File: config.mk
export PLATFORM = sky130hd
export DESIGN_NAME = pci_rr_arbiter_flat
export DESIGN_NICKNAME = d
export VERILOG_FILES = /design/src/rtl/pci_arb_pkg.sv /design/src/rtl/pci_rr_arbiter_if.sv /design/src/rtl/pci_arb_rr_pick.sv /design/src/rtl/pci_rr_arbiter.sv /design/src/flat_wrapper.sv
export SDC_FILE = /design/constraint.sdc
export NUM_CORES = 1
export LEC_CHECK = 0
export BUFFER_PORTS_ARGS = -buffer_cell sky130_fd_sc_hd__clkbuf_2
export CAP_MARGIN = 20
export CORE_MARGIN = 5
export CORE_UTILIZATION = 40
export DETAILED_ROUTE_END_ITERATION = 12
export GPL_TIMING_DRIVEN = 0
export HOLD_SLACK_MARGIN = 0.03
export SYNTH_ARGS = -nofsm -noshare
export SYNTH_HDL_FRONTEND = slang
export SYNTH_SLANG_ARGS = --single-unit
File: constraint.sdc
create_clock -name CLK -period 5.5 [get_ports CLK]
set_input_delay 0.275 -clock CLK [delete_from_list [all_inputs] [get_ports CLK]]
set_output_delay 0.275 -clock CLK [all_outputs]
set_load 0.05 [all_outputs]
File: src/rtl/pci_arb_pkg.sv
// Shared types and constants for the PCI round-robin arbiter.
// PCI_ARB_PARK_EN adds the PARK state (bus parking on the last owner).
package pci_arb_pkg;

  localparam int NUM_REQ_C = 8;
  localparam int IDX_W     = 3;
  localparam int TMR_W     = 5;

  typedef enum logic [2:0] {
    ST_IDLE      = 3'd0,
    ST_GRANT     = 3'd1,
    ST_BUSY      = 3'd2,
    ST_WAIT_IDLE = 3'd3
`ifdef PCI_ARB_PARK_EN
    ,
    ST_PARK      = 3'd4
`endif
  } arb_state_e;

endpackage

File: src/rtl/pci_rr_arbiter_if.sv
// PCI arbitration bus bundle: requests and FRAME#/IRDY# in, grants and owner out.
// Handshake: an agent holds REQ_N[i] low until it has run FRAME_N under GNT_N[i] low;
// the arbiter only moves the grant to another agent after a cycle with GNT_N all high.
interface pci_rr_arbiter_if;
  import pci_arb_pkg::*;

  logic [NUM_REQ_C-1:0] REQ_N;
  logic                 FRAME_N;
  logic                 IRDY_N;
  logic [NUM_REQ_C-1:0] GNT_N;
  logic [IDX_W-1:0]     OWNER;
  logic                 OWNER_VLD;
  arb_state_e           state_dbg;

  modport master (
    input  REQ_N, FRAME_N, IRDY_N,
    output GNT_N, OWNER, OWNER_VLD, state_dbg
  );

  modport slave (
    output REQ_N, FRAME_N, IRDY_N,
    input  GNT_N, OWNER, OWNER_VLD, state_dbg
  );

endinterface

File: src/rtl/pci_arb_rr_pick.sv
// Combinational round-robin picker: first requesting agent above last_ptr, wrapping.
module pci_arb_rr_pick
  import pci_arb_pkg::*;
(
  input  logic [NUM_REQ_C-1:0] req_n,
  input  logic [IDX_W-1:0]     last_ptr,
  output logic [IDX_W-1:0]     pick,
  output logic                 any_req
);

  logic [IDX_W-1:0] idx;

  // Scan from the farthest offset down so the nearest requester wins last.
  always_comb begin
    pick    = last_ptr;
    any_req = 1'b0;
    idx     = '0;
    for (int i = NUM_REQ_C; i >= 1; i--) begin
      idx = last_ptr + IDX_W'(i);
      if (!req_n[idx]) begin
        pick    = idx;
        any_req = 1'b1;
      end
    end
  end

endmodule

File: src/rtl/pci_rr_arbiter.sv
// PCI round-robin bus arbiter with grant timeout and idle-bus gap between owners.
// Define PCI_ARB_PARK_EN to park the grant on the last owner when nobody requests.
module pci_rr_arbiter
  import pci_arb_pkg::*;
#(
  parameter int NUM_REQ     = 8,
  parameter int GNT_TIMEOUT = 16
) (
  input logic               CLK,
  input logic               RST,
  pci_rr_arbiter_if.master  bus
);

  arb_state_e         state_q, state_d;
  logic [NUM_REQ-1:0] gnt_n_q, gnt_n_d;
  logic [IDX_W-1:0]   owner_q, owner_d;
  logic               owner_vld_q, owner_vld_d;
  logic [IDX_W-1:0]   last_ptr_q, last_ptr_d;
  logic [TMR_W-1:0]   timer_q, timer_d;

  logic [IDX_W-1:0]   pick;
  logic               any_req;
  logic [NUM_REQ-1:0] owner_mask;
  logic               own_req;
  logic               other_req;

  pci_arb_rr_pick u_pick (
    .req_n    (bus.REQ_N),
    .last_ptr (last_ptr_q),
    .pick     (pick),
    .any_req  (any_req)
  );

  always_comb begin
    owner_mask          = '0;
    owner_mask[owner_q] = 1'b1;
    own_req             = !bus.REQ_N[owner_q];
    other_req           = |(~bus.REQ_N & ~owner_mask);
  end

  always_comb begin
    state_d     = state_q;
    gnt_n_d     = gnt_n_q;
    owner_d     = owner_q;
    owner_vld_d = owner_vld_q;
    last_ptr_d  = last_ptr_q;
    timer_d     = timer_q;
    case (state_q)
      ST_IDLE: begin
        if (any_req) begin
          gnt_n_d       = '1;
          gnt_n_d[pick] = 1'b0;
          owner_d       = pick;
          owner_vld_d   = 1'b1;
          timer_d       = '0;
          state_d       = ST_GRANT;
        end
`ifdef PCI_ARB_PARK_EN
        else begin
          gnt_n_d             = '1;
          gnt_n_d[last_ptr_q] = 1'b0;
          owner_d             = last_ptr_q;
          owner_vld_d         = 1'b1;
          state_d             = ST_PARK;
        end
`endif
      end
      ST_GRANT: begin
        if (!bus.FRAME_N) begin
          last_ptr_d = owner_q;
          state_d    = ST_BUSY;
        end else if (!own_req) begin
          gnt_n_d     = '1;
          owner_vld_d = 1'b0;
          state_d     = ST_IDLE;
        end else if (timer_q == TMR_W'(GNT_TIMEOUT - 1)) begin
          // A silent master is skipped so it cannot starve the others.
          gnt_n_d     = '1;
          owner_vld_d = 1'b0;
          last_ptr_d  = owner_q;
          state_d     = ST_IDLE;
        end else if (timer_q != '1) begin
          timer_d = timer_q + 1'b1;
        end
      end
      ST_BUSY: begin
        if (other_req || !own_req) begin
          gnt_n_d = '1;
          state_d = ST_WAIT_IDLE;
        end
      end
      ST_WAIT_IDLE: begin
        if (bus.FRAME_N && bus.IRDY_N) begin
          owner_vld_d = 1'b0;
          state_d     = ST_IDLE;
        end
      end
`ifdef PCI_ARB_PARK_EN
      ST_PARK: begin
        if (!bus.FRAME_N) begin
          last_ptr_d = owner_q;
          state_d    = ST_BUSY;
        end else if (own_req) begin
          timer_d = '0;
          state_d = ST_GRANT;
        end else if (other_req) begin
          gnt_n_d     = '1;
          owner_vld_d = 1'b0;
          state_d     = ST_IDLE;
        end
      end
`endif
      default: begin
        gnt_n_d     = '1;
        owner_vld_d = 1'b0;
        state_d     = ST_IDLE;
      end
    endcase
  end

  always_ff @(posedge CLK) begin
    if (RST) begin
      state_q     <= ST_IDLE;
      gnt_n_q     <= '1;
      owner_q     <= '0;
      owner_vld_q <= 1'b0;
      last_ptr_q  <= '1;
      timer_q     <= '0;
    end else begin
      state_q     <= state_d;
      gnt_n_q     <= gnt_n_d;
      owner_q     <= owner_d;
      owner_vld_q <= owner_vld_d;
      last_ptr_q  <= last_ptr_d;
      timer_q     <= timer_d;
    end
  end

  assign bus.GNT_N     = gnt_n_q;
  assign bus.OWNER     = owner_q;
  assign bus.OWNER_VLD = owner_vld_q;
  assign bus.state_dbg = state_q;

endmodule

File: src/flat_wrapper.sv
// flat-port wrapper written by rule: the top's interface ports become plain ports
module pci_rr_arbiter_flat import pci_arb_pkg::*;
#(
  parameter int NUM_REQ     = 8,
  parameter int GNT_TIMEOUT = 16
)
  (CLK, RST, bus_REQ_N, bus_FRAME_N, bus_IRDY_N, bus_GNT_N, bus_OWNER, bus_OWNER_VLD, bus_state_dbg);
  pci_rr_arbiter_if bus_i ();
  input logic CLK;
  input logic RST;
  input wire logic [$bits(bus_i.REQ_N)-1:0] bus_REQ_N;
  input wire logic [$bits(bus_i.FRAME_N)-1:0] bus_FRAME_N;
  input wire logic [$bits(bus_i.IRDY_N)-1:0] bus_IRDY_N;
  output wire logic [$bits(bus_i.GNT_N)-1:0] bus_GNT_N;
  output wire logic [$bits(bus_i.OWNER)-1:0] bus_OWNER;
  output wire logic [$bits(bus_i.OWNER_VLD)-1:0] bus_OWNER_VLD;
  output wire logic [$bits(bus_i.state_dbg)-1:0] bus_state_dbg;
  assign bus_i.REQ_N = bus_REQ_N;
  assign bus_i.FRAME_N = bus_FRAME_N;
  assign bus_i.IRDY_N = bus_IRDY_N;
  assign bus_GNT_N = bus_i.GNT_N;
  assign bus_OWNER = bus_i.OWNER;
  assign bus_OWNER_VLD = bus_i.OWNER_VLD;
  assign bus_state_dbg = bus_i.state_dbg;
  pci_rr_arbiter #(.NUM_REQ(NUM_REQ), .GNT_TIMEOUT(GNT_TIMEOUT)) u_core (.CLK(CLK), .RST(RST), .bus(bus_i));
endmodule
==> metrics, run 1 <==
run status=finished clean; sequential fraction of the synthesis area=approximately a fifth; smallest setup slack after layout=2.30 ns; count of mapped cells out of synthesis=around 240; maximum number of pins on one net before global-route repair=14; total number of nets in the final design=290; number of cells on the worst hold path=2; number of DRC markers in iteration 0=105; buffer and inverter count on the worst path=5; overall routing resource usage=15.2%; number of sinks driven by the clock tree=22; routability cong.=between 0.8 and 0.9; number of antenna cells inserted=0; setup tns final=0 ns; worst-case hold path end point=u_core.timer_q[2]$_SDFFE_PP0P_; post-synthesis register bit count=22; proportion of netlist area held by the largest area contributor=18.7%; number of hold violations in the final report=0; number of core rows=28; number of setup violations in the final report=0; largest fanout of any net on the critical path=10; post-detailed-route count of antenna-violating nets=0; Cell Pwr Density=around 290 nW/um^2; hold_buf cts=0; number of enable-type register cells in the synthesized netlist=0; number of distinct library cell variants in the gate-level netlist after synthesis=63; cell taking the most area after synthesis=dfxtp_1; number of iterations in the first detailed-routing pass=4; via count of the first global-routing pass=1889; FMAX=~310 MHz; proportion of register bits with asynchronous set or reset after synthesis=0%; biggest area contributors in the synthesized netlist=dfxtp_1, mux4_2, mux2i_1, mux2_2, nand2_1; number of remaining DRC errors=0; max-cap check violation count=0; CTS buffer count=3; RR Startpoint=u_core.last_ptr_q[1]$_SDFFE_PP1P_; placed wire-length estimate=around 4300 um; Mapped Nets=between 200 and 300; maximum resistive drop on vdd=0.181 mV; most used cell, CP=clkbuf_8; number of pins with negative max-slew slack in the final report=0; R2R setup slack=~2.3 ns; critical path endpoint category=flop; H-tree lvl count=1; Avg Synthesized Cell Area=roughly 9.7 sq um; number of cells after detailed placement=343; setup repair after global routing missed its margin=no; overall die height=about 87 um; sequential share of power=approximately 25%; commonest cells in the synthesized netlist=dfxtp_1, nand2_1, nor2_1; ratio of cells with drive above 1 in the final layout=around a third; part of the cycle the worst path needs=roughly 58%; critical path startpoint category=flop; clock tree from TritonCTS=built; cell with the largest stage delay on the worst path=mux4_2; kind of cell adding the most delay to the critical path=compound AO/OA/AOI/OAI gates; worst reg2reg endpoint=u_core.bus.GNT_N[1]$_SDFFE_PP1P_; post-synthesis cell area=~2400 sq um; per-cell via count in the routed design=5.68; worst setup skew after layout=0.00188 ns; effective utilization at floorplan=about two fifths; setup fix buffers added after clock tree synthesis=0; category of the most critical setup path=flop to flop; worst slew pin tran=approximately 0.52 ns; data arrival time at the worst-slack endpoint=approximately 3.4 ns; Port Buffer Count=25; count of instances resized after the clock tree is built=0; CTS Root Buffer Type=clkbuf_8; combinational group share of total power=between 50 and 60%; Clock Pin Slew Worst Setup and Hold Paths=around 0.080 ns; leading register cell type out of synthesis=dfxtp_1; total of warnings raised by yosys=0; wire length per cell=15.8 um; Syn-to-layout area delta=12.3%; io pins=27; latest clock arrival within the worst-skew pair=0.26 ns; NetSw=approximately 0.32 mW; aggregate global routing overflow=0; total core area=5820 sq um; shortest clock period the worst path allows after layout=between 3 and 4 ns; most common cell in the synthesized netlist=dfxtp_1; count of vias placed by the detailed router=between 1500 and 2000; worst path cell trace=clkbuf_8 > clkbuf_8 > inv_1 > ha_1 > buf_6 > buf_12 > mux2i_1 > mux4_2 > a2111o_1 > a21oi_2 > o21ai_2 > o32a_1; buffer depth of the longest clock path=2; internal portion of total power=approximately 0.45 mW; routed wire length=approximately 5500 um; normalized max-slew margin=roughly two thirds; Leak=1.07 nW; area enclosed by the die boundary=7530 sq um; net switching share of the total power=between 40% and 50%; path type of the worst min-delay path=input pin to flop; origin of the worst min-delay path=RST; Post-Place Worst Slack=2.31 ns; required time worst endpoint=~5.7 ns; non-filler cells, final=347; global-route wire length before repair=roughly 9300 um; width of the chip=just under 90 um; largest incremental delay on the critical path=approximately 0.53 ns; share of the core filled with cells in the final layout=between 40 and 50%; R2R cell count=12; part of the total power dissipated in the clock network=19.5%; number of antenna violations at the first check in global routing=0
flip-flops by register name, summed over array words and instances (netlist names):
name and cells:
u_core.bus.state_dbg 2, u_core.timer_q 5, u_core.bus.GNT_N 8, u_core.last_ptr_q 3, u_core.bus.OWNER_VLD 1, u_core.bus.OWNER 3
metal layers:
layer	global-route usage [%]	vias up	wire length, um
met5	0	-	0
met4	3.40	0	55
met3	1.52	7	307
met2	24.3	56	2470
met1	22.1	918	2660
li1	-	990	-
worst max path at each step:
stage	from	to	slack (ns)	cells after the start
3_3_place_gp	u_core.last_ptr_q[1]$_SDFFE_PP1P_	u_core.bus.GNT_N[1]$_SDFFE_PP1P_	2.34	12
2_1_floorplan	u_core.last_ptr_q[1]$_SDFFE_PP1P_	u_core.bus.GNT_N[0]$_SDFFE_PP1P_	2.53	12
4_1_cts	u_core.last_ptr_q[1]$_SDFFE_PP1P_	u_core.bus.GNT_N[0]$_SDFFE_PP1P_	2.29	12
3_5_place_dp	u_core.last_ptr_q[1]$_SDFFE_PP1P_	u_core.bus.GNT_N[0]$_SDFFE_PP1P_	2.31	12
5_1_grt	u_core.last_ptr_q[1]$_SDFFE_PP1P_	u_core.bus.GNT_N[0]$_SDFFE_PP1P_	2.17	12
6_report	u_core.last_ptr_q[1]$_SDFFE_PP1P_	u_core.bus.GNT_N[1]$_SDFFE_PP1P_	2.30	12
power groups by stage:
stage | Combinational [mW] | Sequential (mW) | Clock [mW]
2_1_floorplan | 0.295 | 0.246 | 0
3_3_place_gp | 0.426 | 0.196 | 0
3_5_place_dp | 0.428 | 0.196 | 0
4_1_cts | 0.430 | 0.192 | 0.153
5_1_grt | 0.464 | 0.195 | 0.162
6_report | 0.430 | 0.192 | 0.150
cell families (layout without fill, tap and decap cells):
group	Yosys count	count (layout)	synth area share (%)
AND/OR/NAND/NOR	74	74	16.1
AO/OA/AOI/OAI	54	54	18.0
multiplexers	46	46	29.8
buffers and inverters	34	63	11.1
flip-flops	22	22	18.7
XOR/XNOR	7	7	3.55
adder cells (fa/ha/maj)	5	5	2.65
other	1	1	0.159
placed cells by master, fill, tap and decap left out, types with 4 or more instances in the layout:
cell type	count
nand2_1	19
mux4_2	14
mux2_2	12
o211ai_1	4
dfxtp_1	22
clkbuf_1	4
o22ai_1	4
clkbuf_8	6
a211oi_1	4
inv_1	10
clkbuf_2	25
mux2i_1	15
nand4_1	5
nor3_1	9
nand4b_1	4
a21oi_1	7
o32a_1	6
nor2_1	17
ha_1	5
nand2b_1	5
o21ai_0	6
buf_2	6
through the flow:
| stage | total power, mW | hold slack (ns) | instance area, sq um |
|---|---|---|---|
| finish | 0.772 | 0.242 | 2650 |
| global route | 0.821 | 0.244 | 2650 |
| CTS | 0.775 | 0.239 | 2650 |
| detailed placement | 0.623 | 0.463 | 2580 |
| global placement | 0.622 | 0.463 | 2580 |
| floorplan | 0.541 | 0.354 | 2360 |
cell type report:
class | count | area, sq um
Multi-Input combinational cell | 187 | 1660
Tap cell | 75 | 93.8
Sequential cell | 22 | 440
Clock buffer | 3 | 41.3
Buffer | 23 | 218
Timing Repair Buffer | 25 | 125
Fill cell | 596 | 3170
Inverter | 11 | 43.8
Clock inverter | 1 | 30.0
No activity file was read; power rests on OpenSTA's default activity.
==> run 2, diff against run 1 <==
- clock period: 5.5 -> 2.7 ns (I/O delays scaled with it)
==> run 2 against run 1 <==
Against the previous run: the flow now finishes with violations (negative setup slack); sequential power up 100%; highest routed layer unchanged; critical path type unchanged; core utilization rose by 2.4 points; global-route usage increased by 0.76 points; final area is 5.3% higher; die area did not move; first-iteration DRC count fell by 1.9%; hold slack got worse by 0.14 ns; final cell count rose by 2.9%.
==> metrics, run 2 (synthesis gave the netlist of run 1 again) <==
CTS buffer count=3; routed wire length=a little under 6000 um; number of antenna violations at the first check in global routing=0; Post-Place Worst Slack=-0.379 ns; routability cong.=approximately 0.86; aggregate global routing overflow=0; critical path startpoint category=flop; per-cell via count in the routed design=around 5.8; failing checks=negative setup slack; net switching share of the total power=between 40% and 50%; worst path cell trace=buf_6 > buf_12 > inv_12 > ha_4 > mux2_2 > nor3_1 > a211oi_2 > a2111o_1 > a21oi_2 > o21ai_2 > o32a_1; Syn-to-layout area delta=18.3%; combinational group share of total power=about three fifths; setup repair after global routing missed its margin=yes; worst reg2reg endpoint=u_core.bus.GNT_N[5]$_SDFFE_PP1P_; number of setup violations in the final report=9; data arrival time at the worst-slack endpoint=2.93 ns; internal portion of total power=0.927 mW; R2R setup slack=-0.08 ns; number of DRC markers in iteration 0=slightly above 100; overall die height=86.8 um; via count of the first global-routing pass=around 2000; largest incremental delay on the critical path=about 0.44 ns; buffer depth of the longest clock path=2; most frequent standard cell in the layout excluding fill and tap cells=clkbuf_2; total number of nets in the final design=300; worst setup skew after layout=~0.0029 ns; count of vias placed by the detailed router=2055; latest clock arrival within the worst-skew pair=~0.26 ns; maximum number of pins on one net before global-route repair=19; Cell Pwr Density=about 580 nW/um^2; path type of the worst min-delay path=input pin to flop; R2R cell count=11; total core area=5820 sq um; largest fanout of any net on the critical path=6; number of iterations in the first detailed-routing pass=4; NetSw=roughly 0.68 mW; number of sinks driven by the clock tree=22; io pins=27; area enclosed by the die boundary=between 7000 and 8000 sq um; part of the total power dissipated in the clock network=14.6%; clock tree from TritonCTS=built; fill cell instance count of the final layout=599; post-detailed-route count of antenna-violating nets=0; max reg flops=8; ratio of cells with drive above 1 in the final layout=about two fifths; placed wire-length estimate=roughly 4400 um; FMAX=360 MHz; Worst Hold Slack=roughly 0.10 ns; number of remaining DRC errors=0; effective utilization at floorplan=between 40% and 50%; Port Buffer Count=25; global-route wire length before repair=between 9000 and 10000 um; number of antenna cells inserted=0; number of pins with negative max-slew slack in the final report=0; RR Startpoint=u_core.last_ptr_q[0]$_SDFFE_PP1P_; Leak=1.12 nW; run status=finished with violations; required time worst endpoint=2.85 ns; wire length per cell=16.5 um; hold_buf cts=0; normalized max-slew margin=a little under two thirds; most frequent cells in the layout=clkbuf_2, dfxtp_1, nand2_1; number of hold violations in the final report=0; Worst Setup EP=u_core.bus.GNT_N[5]$_SDFFE_PP1P_; Clock Pin Slew Worst Setup and Hold Paths=0.08 ns; startpoint of the worst setup timing path=u_core.last_ptr_q[0]$_SDFFE_PP1P_; H-tree lvl count=1; maximum resistive drop on vdd=0.455 mV; overall routing resource usage=between 10% and 20%; Power, Total=between 1.5 and 2 mW; critical path endpoint category=flop; max-cap check violation count=0; smallest setup slack after layout=-0.0809 ns; CTS Root Buffer Type=clkbuf_8; category of the most critical setup path=flop to flop; part of the cycle the worst path needs=103%; sequential share of power=24.4%; number of cells on the worst hold path=2; shortest clock period the worst path allows after layout=between 2 and 3 ns; width of the chip=86.8 um; number of core rows=28; worst slew pin tran=0.539 ns; cell with the largest stage delay on the worst path=a2111o_1
run 2: changes by cell type in the layout (fill, tap and decap cells not counted), moves of 2 or more:
| cell | delta |
|---|---|
| buf_4 | +9 |
| a211oi_1 | -3 |
| a211oi_2 | +3 |
| buf_6 | +2 |
| dfxtp_1 | -2 |
| dfxtp_2 | +2 |
run 2: per-stage QoR:
| step | utilization, % | cells | instance area [sq um] | setup TNS [ns] |
|---|---|---|---|---|
| after detailed placement | 44.8 | 343 | 2610 | -2.59 |
| after global placement | 44.8 | 343 | 2610 | -2.27 |
| final | 48.0 | 357 | 2790 | -0.442 |
| after global routing | 48.0 | 357 | 2790 | -1.14 |
| after CTS | 46.8 | 354 | 2720 | -0.567 |
| after floorplan | - | 243 | 2390 | -0.332 |
run 2: timing repair:
item	CTS	global route
gates resized for setup	8	10
endpoints found under the setup margin	11	9
pin swaps	7	8
setup buffers	9	3
run 2: power groups by stage:
| stage | clock [mW] | sequential [mW] | combinational (mW) |
|---|---|---|---|
| final | 0.234 | 0.392 | 0.980 |
| after global routing | 0.264 | 0.399 | 1.05 |
| after global placement | 0 | 0.400 | 0.876 |
| after CTS | 0.249 | 0.394 | 0.922 |
| after floorplan | 0 | 0.502 | 0.608 |
| after detailed placement | 0 | 0.400 | 0.884 |
run 2: cell type report:
class | instances | area, sq um | share of cell area [%]
multi-input combinational | 187 | 1710 | 61.3
sequential | 22 | 443 | 15.9
timing repair buffer | 37 | 226 | 8.12
buffer | 21 | 204 | 7.31
tap | 75 | 93.8 | 3.36
inverter | 11 | 58.8 | 2.11
clock buffer | 4 | 55.1 | 1.97
run 2: per-layer routing:
metal | share of wire (%) | track usage [%] | vias up
met5 | 0 | 0 | -
met4 | 1.4 | 3.54 | 0
met3 | 5.0 | 2.76 | 10
met2 | 47 | 25.9 | 52
met1 | 47 | 22.1 | 988
li1 | - | - | 1005
run 2: how the worst min path moves through the flow:
stage          slack, ns                        endpoint  from
6_report            0.10  u_core.timer_q[2]$_SDFFE_PP0P_   RST
2_1_floorplan       0.21  u_core.timer_q[2]$_SDFFE_PP0P_   RST
3_5_place_dp        0.37  u_core.timer_q[2]$_SDFFE_PP0P_   RST
3_3_place_gp        0.36  u_core.timer_q[2]$_SDFFE_PP0P_   RST
4_1_cts             0.08  u_core.timer_q[2]$_SDFFE_PP0P_   RST
5_1_grt             0.12  u_core.timer_q[2]$_SDFFE_PP0P_   RST
run 2: critical path, delay by kind of cell, from the launching register on:
family | cells | cell delay [ns]
adder cells (fa/ha/maj) | 1 | 0.31
buffers and inverters | 3 | 0.24
AND/OR/NAND/NOR | 1 | 0.24
AO/OA/AOI/OAI | 5 | 1.18
multiplexers | 1 | 0.36
flip-flops | 1 | 0.34
